File: src/rtl/rns_lane_sched_pkg.sv
// Shared definitions for the rns lane sequencer: default widths and the state encoding.
package rns_lane_sched_pkg;

    localparam int LWIDTH_D  = 64;
    localparam int SWIDTH_D  = 16;
    localparam int NUM_MOD_D = 4;
    localparam int IDX_W_D   = 2;
    localparam int TIMEOUT_D = 64;

    typedef enum logic [1:0] {
        S_IDLE  = 2'd0,
        S_ISSUE = 2'd1,
        S_WAIT  = 2'd2,
        S_DONE  = 2'd3
    } state_t;

endpackage

File: src/rtl/rns_lane_sched.sv
// Time-shares one rns reduction lane across NUM_MOD moduli: latches an operand, issues it once per
// modulus index, gathers the in-order residues into a packed vector and hands it downstream.
module rns_lane_sched
    import rns_lane_sched_pkg::*;
#(
    parameter int LWIDTH  = LWIDTH_D,
    parameter int SWIDTH  = SWIDTH_D,
    parameter int NUM_MOD = NUM_MOD_D,
    parameter int IDX_W   = IDX_W_D,
    parameter int TIMEOUT = TIMEOUT_D
) (
    input  logic                      i_clk,
    input  logic                      i_rst,
    input  logic                      i_in_valid,
    output logic                      o_in_ready,
    input  logic [LWIDTH-1:0]         i_in_a,
    output logic                      o_lane_valid,
    output logic [IDX_W-1:0]          o_lane_sel,
    output logic [LWIDTH-1:0]         o_lane_a,
    input  logic                      i_lane_rvalid,
    input  logic [SWIDTH-1:0]         i_lane_res,
    output logic                      o_out_valid,
    input  logic                      i_out_ready,
    output logic [NUM_MOD*SWIDTH-1:0] o_out_res,
    output logic                      o_err_unexp,
    output logic                      o_err_timeout
);

    localparam int              CW     = IDX_W + 1;
    localparam int              TW     = $clog2(TIMEOUT + 1);
    localparam logic [CW-1:0]   LAST   = CW'(NUM_MOD - 1);
    // Loaded one short so the abort lands exactly TIMEOUT cycles after the reload event.
    localparam logic [TW-1:0]   RELOAD = TW'(TIMEOUT - 1);

    state_t                    r_state, w_next;
    logic [CW-1:0]             r_issue_cnt, r_resp_cnt;
    logic [TW-1:0]             r_tmo;
    logic [LWIDTH-1:0]         r_a;
    logic [NUM_MOD*SWIDTH-1:0] r_res;
    logic                      r_in_ready, r_err_unexp, r_err_tmo;

    logic w_accept, w_busy, w_rsp_ok, w_rsp_bad, w_last_rsp, w_tmo_fire;

    assign w_accept   = (r_state == S_IDLE) && r_in_ready && i_in_valid;
    assign w_busy     = (r_state == S_ISSUE) || (r_state == S_WAIT);
    // A response is only legal while something issued is still outstanding.
    assign w_rsp_ok   = i_lane_rvalid && w_busy && (r_resp_cnt != r_issue_cnt);
    assign w_rsp_bad  = i_lane_rvalid && !w_rsp_ok;
    assign w_last_rsp = w_rsp_ok && (r_resp_cnt == LAST);
    assign w_tmo_fire = (r_state == S_WAIT) && !w_rsp_ok && (r_tmo <= TW'(1));

    always_comb begin
        w_next = r_state;
        unique case (r_state)
            S_IDLE:  if (w_accept) w_next = S_ISSUE;
            S_ISSUE: if (r_issue_cnt == LAST) w_next = S_WAIT;
            S_WAIT: begin
                if (w_last_rsp)      w_next = S_DONE;
                else if (w_tmo_fire) w_next = S_IDLE;
            end
            S_DONE:  if (i_out_ready) w_next = S_IDLE;
            default: w_next = S_IDLE;
        endcase
    end

    always_ff @(posedge i_clk or posedge i_rst) begin
        if (i_rst) begin
            r_state     <= S_IDLE;
            r_in_ready  <= 1'b0;
            r_issue_cnt <= '0;
            r_resp_cnt  <= '0;
            r_tmo       <= '0;
            r_a         <= '0;
            r_res       <= '0;
            r_err_unexp <= 1'b0;
            r_err_tmo   <= 1'b0;
        end else begin
            r_state    <= w_next;
            r_in_ready <= (w_next == S_IDLE);
            if (w_accept) begin
                r_a         <= i_in_a;
                r_issue_cnt <= '0;
                r_resp_cnt  <= '0;
            end else if (r_state == S_ISSUE) begin
                r_issue_cnt <= r_issue_cnt + CW'(1);
            end
            if (w_rsp_ok) r_resp_cnt <= r_resp_cnt + CW'(1);
            if ((r_state == S_ISSUE) || w_rsp_ok) r_tmo <= RELOAD;
            else if (r_state == S_WAIT)            r_tmo <= r_tmo - TW'(1);
            for (int i = 0; i < NUM_MOD; i++)
                if (w_rsp_ok && (r_resp_cnt == CW'(i))) r_res[i*SWIDTH +: SWIDTH] <= i_lane_res;
            if (w_rsp_bad)  r_err_unexp <= 1'b1;
            if (w_tmo_fire) r_err_tmo   <= 1'b1;
        end
    end

    assign o_in_ready    = r_in_ready;
    assign o_lane_valid  = (r_state == S_ISSUE);
    assign o_lane_sel    = r_issue_cnt[IDX_W-1:0];
    assign o_lane_a      = r_a;
    assign o_out_valid   = (r_state == S_DONE);
    assign o_out_res     = r_res;
    assign o_err_unexp   = r_err_unexp;
    assign o_err_timeout = r_err_tmo;

endmodule
File: config.mk
export PLATFORM = sky130hd
export DESIGN_NAME = rns_lane_sched
export DESIGN_NICKNAME = d
export VERILOG_FILES = /design/src/rtl/rns_lane_sched_pkg.sv /design/src/rtl/rns_lane_sched.sv
export SDC_FILE = /design/constraint.sdc
export NUM_CORES = 1
export LEC_CHECK = 0
export BUFFER_PORTS_ARGS = -buffer_cell sky130_fd_sc_hd__buf_2
export CAP_MARGIN = 5
export CORE_MARGIN = 2
export CORE_UTILIZATION = 48
export CTS_CLUSTER_DIAMETER = 120
export DETAILED_ROUTE_END_ITERATION = 7
export PLACE_DENSITY = 0.76
export SYNTH_ARGS = -nofsm -noshare
export SYNTH_HDL_FRONTEND = slang
export SYNTH_SLANG_ARGS = --single-unit
File: constraint.sdc
create_clock -name i_clk -period 4.9 [get_ports i_clk]
set_clock_uncertainty 0.2 [all_clocks]
set_input_delay 0.245 -clock i_clk [delete_from_list [all_inputs] [get_ports i_clk]]
set_output_delay 0.245 -clock i_clk [all_outputs]
set_load 0.01 [all_outputs]
==> impl_metrics.tcl <==
set metrics [dict create \
    antenna_found_initial 0 \
    setup_slack_ns 2.40 \
    start_kind "register" \
    synthTopCellsByArea "dfrtp_1 (60%), nand2_1 (13%), mux2_4 (7.4%), mux2_2 (6.3%), ha_1 (2.7%)" \
    utilization_pct 70.2 \
    tightest_slew_ns 1.21 \
    via_per_inst 4.95 \
    synth.net_count 620 \
    crit_chain "inv_1 -> ha_1 -> and3_2 -> nand2_1 -> nand2_1" \
    cp-end-kind "register" \
    slew_violations 0 \
    grt_overflow 0 \
    cp.arrival_ns 2.65 \
    yosysSeqAreaShare_pct 60.3 \
    grt_pass1_vias 5073 \
    crit_path_max_fanout 68 \
    synth_top_area_share_pct 60.3 \
    drcViolationCount 0 \
    busiest_layer "met2" \
    dp_hpwl_um 9850 \
    cts_made_buffers 17 \
    netlist_area_um2 6060 \
    rsz0062_at_grt "no" \
    fin_nets 918 \
    cts_root_buf "clkbuf_16" \
    cp.required_ns 5.05 \
    die_y_um 116 \
    synth_ff_type "dfrtp_1" \
    max_stage_delay_ns 1.05 \
    maxCapViolCount 0 \
    ys_seq_elements 146 \
    synthCells 522 \
    leakage_nw 4.67 \
    vias 4969 \
    htreeDepth 4 \
    dr.pass1.iters 4 \
    cts_setup_buffers 0 \
    avgSynthCellArea_um2 11.6 \
    initial_utilization_pct 48.6 \
    drt-total-wl_um 16300 \
    clock_latency_ns 0.42 \
    status "finished clean" \
    synthArstFlopShare_pct 100 \
    final_hold_viol_count 0 \
    drt-initial-drc-count 442 \
    num_antenna_cells 0 \
    total_power_mw 5.67 \
    fmax_mhz 400 \
    cpMaxStageDelayCell "and3_2" \
    place_ws_ns 2.42 \
    synth_edf_count 0 \
    cts_tree "built" \
    ys_warn_count 0 \
    drive_above_1_share_pct 39.1 \
    fillers 817 \
    setup_viol 0 \
    worst_path_most_repeated_cell "nand2_1" \
    ir_drop_mv 0.298 \
    use_met2_pct 41.5 \
    avgRoutedWirePerCell_um 16.2 \
    area.growth.synth_to_final_pct 44.4 \
    placementRows 41 \
    setup_tns_ns 0 \
    grt_usage_pct 24.7 \
    detail-route-antenna-nets 0 \
    clock_sinks 146 \
    use_met3_pct 7.42 \
    die_w_um 116 \
    p_per_area_nw_per_um2 648 \
    synth.distinct_cells 42 \
    synth_area_leader_cell "dfrtp_1" \
    slew_headroom_pct 19.1 \
    synth_top_cells_by_count "nand2_1 (204), dfrtp_1 (146), mux2_2 (34)" \
    core_area_um2 12500 \
    fin_crit_sh_pct 51.0 \
    io-pin-count 220 \
    clk_path_buf_depth 2 \
    use_met1_pct 29.8 \
    period_minus_slack_ns 2.50 \
    dieArea_um2 13500 \
    io_buffers 219 \
    crit_type "register to register" \
    yosysMostFrequentCell "nand2_1" \
    place.gp.congestion 0.792 \
    hp-class "input pin to register" \
    path_clk_slew_ns 0.06 \
    grt_max_degree 109 \
    grt_pass1_wl_um 25400 \
]
## critical path, delay by kind of cell, from the launching register on
| kind | cells | cell delay, ns |
|---|---|---|
| buffers and inverters | 1 | 0.13 |
| DFF | 1 | 0.41 |
| adders and majority gates | 1 | 0.32 |
| and+or+nand+nor | 3 | 1.32 |
## path summary, 6_finish.rpt
kind,slack [ns],startpoint,endpoint,depth (start not counted)
setup / recovery,2.40,r_state[0]$_DFF_PP0_,o_lane_a[45]$_DFFE_PP0P_,5
hold / removal,0.12,i_in_valid,r_state[1]$_DFF_PP0_,5
setup reg to reg,2.40,r_state[0]$_DFF_PP0_,o_lane_a[45]$_DFFE_PP0P_,5
hold reg to reg,0.27,o_lane_a[51]$_DFFE_PP0P_,o_lane_a[51]$_DFFE_PP0P_,2
max in group asynchronous,3.02,i_rst,r_tmo[5]$_DFFE_PP0P_,4
min in group asynchronous,0.42,i_rst,o_out_res[32]$_DFFE_PP0P_,3
## logic make-up (layout without fill, tap and decap cells)
group / count (synthesis) / in the layout / synth area share (%)
xor gates and xnor gates: 13 / 13 / 1.88
DFF: 146 / 146 / 60.3
muxes: 65 / 65 / 13.9
buffers and inverters: 34 / 344 / 2.71
AOI/OAI and AO/OA: 23 / 23 / 3.00
and+or+nand+nor: 228 / 228 / 15.5
adders and majority gates: 13 / 13 / 2.69
## power breakdown
group	switching [mW]	total (mW)	leakage, nW	internal [mW]
sequential	0.352	2.10	1.79	1.75
clock	0.479	1.42	0.315	0.938
combinational	1.16	2.15	2.57	0.993
total	1.99	5.67	4.67	3.68
## flip-flops by register name, indices dropped and copies added, names as in the netlist
| name | flops |
|---|---|
| o_lane_a | 64 |
| o_out_res | 64 |
| r_tmo | 7 |
| r_issue_cnt | 3 |
| r_resp_cnt | 3 |
| r_state | 2 |
| o_err_timeout | 1 |
| o_err_unexp | 1 |
| o_in_ready | 1 |
## layer usage
metal  wire (µm)  share of wire [%]
met4         395                2.4
met3        1330                8.2
met2        8190                 50
met5           0                  0
met1        6340                 39
## area by class of cell
cell class,count,area [µm²],share of cell area (%)
Inverter,10,42.5,0.486
Sequential cell,146,3650,41.8
Clock buffer,21,470,5.38
Clock inverter,10,180,2.06
Multi-Input combinational cell,342,2250,25.8
Tap cell,172,215,2.46
Timing Repair Buffer,303,1930,22.1
## cell usage in the layout (no fill, tap or decap), types with 2 or more instances in the layout
master,Yosys,routed
mux2_4,30,30
clkinv_2,0,3
clkbuf_8,0,3
clkinvlp_4,0,2
dfrtp_1,146,146
nand2b_1,2,2
buf_2,2,219
ha_1,13,13
nand2_1,204,203
clkbuf_16,0,17
bufinv_16,0,5
dlygate4sd3_1,0,82
xnor2_1,6,6
buf_4,3,2
nand3_1,2,2
nand3_4,3,3
mux2_2,34,34
xor2_1,7,7
inv_1,10,9
a21oi_1,3,3
nor2_1,7,7
o21ai_0,5,5
o32ai_1,2,2
nor3_1,2,2
## through the flow
step / area, µm² / hold WS (ns) / instances
final: 8750 / 0.116 / 1004
after detailed placement: 7270 / 0.238 / 891
after CTS: 8750 / 0.0904 / 1004
after floorplan: 6060 / 0.150 / 522
after global routing: 8750 / 0.176 / 1004
after global placement: 7270 / 0.234 / 891
## what timing repair did
action,4_1_cts,5_1_grt
hold buffers,82,0
endpoints found under the hold margin,236,0
resized for setup,0,0
Note: power is estimated with default switching activity, not from simulation.
